## config.mk

```make
export PLATFORM = sky130hd
export DESIGN_NAME = usb_tx_encoder
export DESIGN_NICKNAME = d
export VERILOG_FILES = /design/src/rtl/usb_tx_encoder.sv
export SDC_FILE = /design/constraint.sdc
export NUM_CORES = 1
export LEC_CHECK = 0
export ABC_AREA = 1
export CAP_MARGIN = 20
export CELL_PAD_IN_SITES_DETAIL_PLACEMENT = 1
export CELL_PAD_IN_SITES_GLOBAL_PLACEMENT = 2
export CORE_MARGIN = 5
export CORE_UTILIZATION = 36
export DETAILED_ROUTE_END_ITERATION = 7
export PLACE_DENSITY = 0.84
export SLEW_MARGIN = 25
export SYNTH_ARGS = -nofsm -noshare
export SYNTH_HDL_FRONTEND = slang
export SYNTH_SLANG_ARGS = --single-unit
```

## constraint.sdc

```tcl
create_clock -name clk -period 2.45 [get_ports clk]
set_input_delay 0.3675 -clock clk [delete_from_list [all_inputs] [get_ports clk]]
set_output_delay 0.3675 -clock clk [all_outputs]
set_load 0.05 [all_outputs]
```

## src/rtl/usb_tx_encoder.sv

```systemverilog
// rtl/usb_tx_encoder.sv - USB NRZI transmit encoder with SYNC, bit stuffing and EOP generation
// Bytes go out LSB first behind an 8'h80 SYNC; a stuffed 0 follows every run of six 1s.
module usb_tx_encoder #(
    parameter int CLKS_PER_BIT = 8
) (
    input  logic       clk,
    input  logic       rst,
    input  logic [7:0] tx_data,
    input  logic       tx_valid,
    input  logic       tx_last,
    output logic       tx_ready,
    output logic       d_plus,
    output logic       d_minus,
    output logic       tx_busy,
    output logic       tx_done,
    output logic       tx_error
);

    localparam int CW = $clog2(CLKS_PER_BIT);

    typedef enum logic [2:0] {IDLE, SYNC, DATA, EOP_SE0, EOP_J} state_t;

    state_t        state_q, state_d;
    logic [CW-1:0] cnt_q, cnt_d;
    logic [2:0]    idx_q, idx_d;
    logic [2:0]    ones_q, ones_d;
    logic [7:0]    shift_q, shift_d;
    logic [7:0]    hold_q, hold_d;
    logic          hold_last_q, hold_last_d;
    logic          last_q, last_d;
    logic          stuff_q, stuff_d;
    logic          dp_q, dp_d;
    logic          dm_q, dm_d;
    logic          done_q, done_d;

    logic          wrap;
    logic          byte_end;
    logic          send_en;
    logic          send_val;
    logic [2:0]    nxt_idx;

    assign wrap     = (cnt_q == CW'(CLKS_PER_BIT - 1));
    assign nxt_idx  = idx_q + 3'd1;
    // A byte is finished once bit 7 is out and no stuffed bit is still owed.
    assign byte_end = (state_q == DATA) && wrap && (idx_q == 3'd7) && (ones_q != 3'd6);

    assign d_plus  = dp_q;
    assign d_minus = dm_q;
    assign tx_busy = (state_q != IDLE);
    assign tx_done = done_q;

    always_comb begin
        state_d     = state_q;
        cnt_d       = wrap ? '0 : cnt_q + CW'(1);
        idx_d       = idx_q;
        ones_d      = ones_q;
        shift_d     = shift_q;
        hold_d      = hold_q;
        hold_last_d = hold_last_q;
        last_d      = last_q;
        stuff_d     = stuff_q;
        dp_d        = dp_q;
        dm_d        = dm_q;
        done_d      = 1'b0;
        send_en     = 1'b0;
        send_val    = 1'b0;
        tx_ready    = (state_q == IDLE) || (byte_end && !last_q);
        tx_error    = 1'b0;

        unique case (state_q)
            IDLE: begin
                cnt_d = '0;
                if (tx_valid) begin
                    hold_d      = tx_data;
                    hold_last_d = tx_last;
                    idx_d       = 3'd0;
                    state_d     = SYNC;
                    send_en     = 1'b1;
                end
            end
            SYNC: begin
                if (wrap) begin
                    send_en = 1'b1;
                    if (idx_q != 3'd7) begin
                        idx_d    = nxt_idx;
                        send_val = (idx_q == 3'd6);
                    end else begin
                        shift_d  = hold_q;
                        last_d   = hold_last_q;
                        idx_d    = 3'd0;
                        stuff_d  = 1'b0;
                        state_d  = DATA;
                        send_val = hold_q[0];
                    end
                end
            end
            DATA: begin
                if (wrap) begin
                    if (ones_q == 3'd6) begin
                        stuff_d = 1'b1;
                        send_en = 1'b1;
                    end else if (idx_q != 3'd7) begin
                        idx_d    = nxt_idx;
                        stuff_d  = 1'b0;
                        send_en  = 1'b1;
                        send_val = shift_q[nxt_idx];
                    end else if (!last_q && tx_valid) begin
                        shift_d  = tx_data;
                        last_d   = tx_last;
                        idx_d    = 3'd0;
                        stuff_d  = 1'b0;
                        send_en  = 1'b1;
                        send_val = tx_data[0];
                    end else begin
                        tx_error = !last_q;
                        idx_d    = 3'd0;
                        state_d  = EOP_SE0;
                        dp_d     = 1'b0;
                        dm_d     = 1'b0;
                    end
                end
            end
            EOP_SE0: begin
                if (wrap) begin
                    if (idx_q == 3'd1) begin
                        idx_d   = 3'd0;
                        state_d = EOP_J;
                        dp_d    = 1'b1;
                        dm_d    = 1'b0;
                    end else begin
                        idx_d = 3'd1;
                    end
                end
            end
            EOP_J: begin
                if (wrap) begin
                    state_d = IDLE;
                    done_d  = 1'b1;
                    ones_d  = 3'd0;
                    stuff_d = 1'b0;
                end
            end
            default: state_d = IDLE;
        endcase

        // NRZI: a 0 flips between J and K, a 1 keeps the line where it is.
        if (send_en) begin
            ones_d = send_val ? ones_q + 3'd1 : 3'd0;
            if (!send_val) begin
                dp_d = ~dp_q;
                dm_d = dp_q;
            end
        end
    end

    always_ff @(posedge clk or posedge rst) begin
        if (rst) begin
            state_q     <= IDLE;
            cnt_q       <= '0;
            idx_q       <= 3'd0;
            ones_q      <= 3'd0;
            shift_q     <= 8'd0;
            hold_q      <= 8'd0;
            hold_last_q <= 1'b0;
            last_q      <= 1'b0;
            stuff_q     <= 1'b0;
            dp_q        <= 1'b1;
            dm_q        <= 1'b0;
            done_q      <= 1'b0;
        end else begin
            state_q     <= state_d;
            cnt_q       <= cnt_d;
            idx_q       <= idx_d;
            ones_q      <= ones_d;
            shift_q     <= shift_d;
            hold_q      <= hold_d;
            hold_last_q <= hold_last_d;
            last_q      <= last_d;
            stuff_q     <= stuff_d;
            dp_q        <= dp_d;
            dm_q        <= dm_d;
            done_q      <= done_d;
        end
    end

endmodule

```

# Word-level counts from Yosys, hierarchy flattened

Cells that the tools add are included.

Multiplexer cells: 78
Equality and inequality tests: 22
Bitwise gates (word level): 1
Order comparisons: 1
$mul: 0
Div/mod/pow operators: 0
Shift-type cells: 0
Add/subtract/negate cells: 3
Reduce and logical (&&, ||, !) cells: 18

Operator list:

| cell                                                                          | count |
|---|---|
| 3-bit 2-to-1 mux                                                              | 21 |
| 8-bit 2-to-1 mux                                                              | 6 |
| 1-bit 2-to-1 mux                                                              | 42 |
| 2-bit != test (second input constant)                                         | 10 |
| 8-bit case mux with 2 select lines                                            | 1 |
| 3-bit == test (second input constant)                                         | 5 |
| 3-bit case mux with 5 select lines                                            | 1 |
| 3-bit case mux with 4 select lines                                            | 1 |
| 10-bit AND reduction                                                          | 1 |
| 3-bit by 1-bit adder with 3-bit output (second input constant)                | 3 |
| 1-bit case mux with 2 select lines                                            | 4 |
| 7-bit AND reduction                                                           | 1 |
| 3-bit by 1-bit == test with 1-bit output (second input constant)              | 2 |
| 3-bit by 2-bit == test with 1-bit output (second input constant)              | 2 |
| 3-bit != test (second input constant)                                         | 2 |
| 6-bit AND reduction                                                           | 1 |
| 2-bit nonzero test                                                            | 3 |
| 1-bit logical AND                                                             | 5 |
| 3-bit by 4-bit less-than comparator with 1-bit output (second input constant) | 1 |
| 2-bit AND reduction                                                           | 2 |
| 4-bit nonzero test                                                            | 1 |
| 1-bit binary-select mux with 3-bit select                                     | 1 |
| 3-bit logical NOT                                                             | 1 |
| 1-bit case mux with 3 select lines                                            | 1 |
| other kinds (5)                                                               | 5 |

Register bits: 33
Input port bits: 12
Memories kept: 0
Logic and storage cells: 134
Bits in latches: 0
RAM bits: 0
Memory bits (read-only): 0
Output and inout bits: 6

# Longest topological paths before layout

Word-level depth: 9
Depth in mapped cells: 12
Gate-level depth less buffers: 12

# Worst setup path after synthesis

OpenSTA, ideal clock, no wires.

Path kind: reg-to-output
From: register cnt_q[0]
To: output port tx_error
Setup slack: 0.360 ns
Arrival time: 1.723 ns
Cell stages (with the launch flop): 7
Data required time: 2.082 ns
Path buffers: 0
Cell sequence: dfrtp_1 > ha_1 > ha_1 > inv_1 > nor2_1 > nand4_1 > nor2_1

Cells in the longest elaborated chain, start to end: 3

Ends and longest elaborated chain:

| what                   | RTL line | text |
|---|---|---|
| from (decl)            | 24       | `logic [CW-1:0] cnt_q, cnt_d;` |
| from (signal assigned) | 172      | `cnt_q <= cnt_d;` |
| 3-bit == test          | 42       | `assign wrap = (cnt_q == CW'(CLKS_PER_BIT - 1));` |
| 1-bit 2-to-1 mux       | 98       | `if (wrap) begin` |
| 1-bit 2-to-1 mux       | 70       | `unique case (state_q)` |
| to (decl)              | 16       | `output logic tx_error` |

Every way passes these cells.

# Worst setup path in the final report

From: register state_q[0]
To: output port tx_busy

Cells in the longest elaborated chain, start to end: 1

Ends and longest elaborated chain:

| what                   | RTL line | text |
|---|---|---|
| from (decl)            | 23       | `state_t state_q, state_d;` |
| from (signal assigned) | 171      | `state_q <= state_d;` |
| 3-bit nonzero test     | 49       | `assign tx_busy = (state_q != IDLE);` |
| to (decl)              | 14       | `output logic tx_busy,` |

Every way passes these cells.

==> flow_summary.ini <==
[flow_run]
cap_violations = 0

[pwr]
p_comb_share_pct = 49.5
p_total_mw = 2.60
power_density_nw_per_um2 = 1200
intPower_mw = 1.42
ir_drop_mv = 0.485
p_sw_share_pct = 45.2
p_leak_nw = 1.06
p_switching_mw = 1.17
seqPwrFrac_pct = 35.2
p_clk_share_pct = 15.3

[timing]
worst_slew_pin_slew_ns = 0.512
grt_setup_unrepaired = no
relSlewSlack_pct = 65.7
totalNegativeSetupSlack_ns = 0
hold_ws_ns = 0.466
fmax_mhz = 450
fin_crit_sh_pct = 90.8
hold_violations = 0
period_minus_slack_ns = 2.22
slew_violations = 0
setup_viol = 0
skew_ns = 0.00982

[clocking]
clk_path_buf_depth = 2
cts_tree = built
cts_resized = 0
clock_sinks = 33
cts_setup_buffers = 0
cts.clk_slew.worst_paths_ns = 0.07
h-tree-depth = 2
cts_buffers = 5
clk-insertion-delay-late_ns = 0.29
root_buffer = clkbuf_8
cts_hold_buf = 0

[logic_synthesis]
synth_area_per_cell_um2 = 8.14
synth_area_leaders = dfrtp_1 44%, nand2_1 9.6%, inv_1 8.1%, o21ai_0 6.9%, ha_1 5.5%
syn_nets = 242
synth_cell_types = 30
ys_seq_area_share_pct = 45.7
yosysTopAreaCell = dfrtp_1
syn_area_um2 = 1810
synthArstFlopShare_pct = 100
yosys-top-cells-count = 46 x nand2_1, 39 x inv_1, 32 x dfrtp_1
post-synth-top-count-cell = nand2_1
synth-edff-count = 0
synthCells = 222
ys_ff_latch = 33
ys_warn_count = 0
synth_flop_cell = dfrtp_1
synth_top_area_share_pct = 44.3

[floorplan]
die-area_um2 = 6540
pin_count = 18
num_rows = 25
start_util_pct = 37.8
die_width_um = 80.9
coreArea_um2 = 4790
die_h_um = 80.9

[critical_path]
crit_path_start = state_q[0]
crit_slowest_cell = clkdlybuf4s50_1
reg2reg_from = idx_q[0]
max_stage_delay_ns = 0.74
crit_path_start_kind = register
crit_type = register to primary output
cp-end-kind = primary output
cp.required_ns = 2.08
crit_fanout = 6
arrival_ns = 1.86
path_cells = nor2_2 > nand2_1 > clkdlybuf4s50_1

[detailed_routing]
wire_per_inst_um = 13.4
routed_wl_um = 4220
first_pass_iters = 4
ant_nets = 0
drt_first_iter_violations = 59
vias = 1517
drc_errors = 0
viasPerCell = 4.83

[global_routing]
first_global_vias = 1606
grt_use_total_pct = 15.4
grt-ovfl-total = 0
grt_max_degree = 34
grt_pass1_wl_um = 7610
antenna_found_initial = 0

[placement]
hpwl_um = 3210
gp_congestion = 0.800
placedCellCount = 306
port_buffers = 17

[layout]
final_nets = 266
area_delta_synth_final_pct = 20.0
n_antenna_cell = 0
drive_gt1_share_pct = 11.7
final_cells = 314
fin_util_pct = 45.3

[outcome]
outcome = finished, final reports clean

[hold_path]
min_from = cnt_q[0]
hold_class = register to register
registers in the layout (all words and copies together) (netlist names):
register / count
hold_q: 8
shift_q: 8
cnt_q: 3
idx_q: 3
ones_q: 3
state_q: 3
d_minus: 1
d_plus: 1
hold_last_q: 1
last_q: 1
tx_done: 1
cell type report:
class | count | area (um2)
fillers | 587 | 2620
clock inverters | 2 | 10.0
clock buffers | 6 | 72.6
repair buffers | 21 | 220
multi-input cells | 142 | 795
inverters | 43 | 161
flip-flops and latches | 33 | 827
well taps | 67 | 83.8
cells in the final DEF, fill, tap and decap left out:
| cell | n |
|---|---|
| a21oi_1 | 5 |
| nand3_2 | 1 |
| inv_1 | 39 |
| nand3b_1 | 1 |
| o311ai_0 | 1 |
| ha_1 | 8 |
| inv_2 | 4 |
| dfrtp_1 | 32 |
| buf_4 | 4 |
| nand2_2 | 3 |
| nand2_1 | 46 |
| clkdlybuf4s50_1 | 15 |
| buf_12 | 2 |
| clkbuf_8 | 5 |
| o21ai_2 | 1 |
| nor3_4 | 1 |
| o21ai_0 | 25 |
| o21ai_1 | 3 |
| xnor2_1 | 1 |
| clkbuf_1 | 1 |
| nand2_4 | 1 |
| o211ai_4 | 1 |
| nand4_1 | 1 |
| nor2_1 | 11 |
| a22oi_1 | 1 |
| clkinv_2 | 2 |
| nor3b_2 | 1 |
| nand3_1 | 15 |
| o211ai_1 | 9 |
| dfstp_2 | 1 |
| o31ai_1 | 1 |
| nor2_2 | 2 |
| nor3_1 | 3 |
per-layer routing:
| layer | routed length [um] | vias to the layer above | global-route usage [%] |
|---|---|---|---|
| li1 | - | 773 | - |
| met1 | 2050 | 725 | 19.9 |
| met2 | 1980 | 12 | 24.7 |
| met3 | 113 | 7 | 3.66 |
| met4 | 71 | 0 | 6.08 |
| met5 | 0 | - | 0 |
power groups by stage:
stage / clock network [mW] / registers (mW) / logic [mW]
after floorplan: 0 / 0.946 / 0.902
after global placement: 0 / 0.913 / 1.28
after detailed placement: 0 / 0.924 / 1.30
after CTS: 0.414 / 0.916 / 1.31
after global routing: 0.444 / 0.940 / 1.47
final: 0.397 / 0.914 / 1.29
worst max-delay path, delay by kind of cell (launching register included):
kind,cells,cell delay [ns]
buffers and inverters,1,0.74
flip-flops,1,0.45
AND/OR/NAND/NOR,2,0.37
logic make-up after synthesis:
group / synth area share [%]
AOI/OAI and AO/OA: 15.8
xor gates and xnor gates: 0.485
adders and majority gates: 5.54
buffers and inverters: 10.3
DFF: 45.7
and+or+nand+nor: 22.1
final timing paths:
check                                   to  slack, ns  cells after the start
worst max-delay path               tx_busy       0.23                      3
worst min register to register    cnt_q[0]       0.47                      1
max in group asynchronous           d_plus       1.63                      3
worst min-delay path              cnt_q[0]       0.47                      1
min in group asynchronous       shift_q[0]       0.48                      3
worst max register to register     d_minus       0.48                     11
stage by stage:
stage | instance area [um2] | worst slack (ns)
final | 2170 | 0.226
after global routing | 2170 | 0.103
after CTS | 2170 | 0.203
after detailed placement | 2090 | 0.419
after global placement | 2090 | 0.433
after floorplan | 1810 | 0.360
No activity file was read; power rests on OpenSTA's default activity.
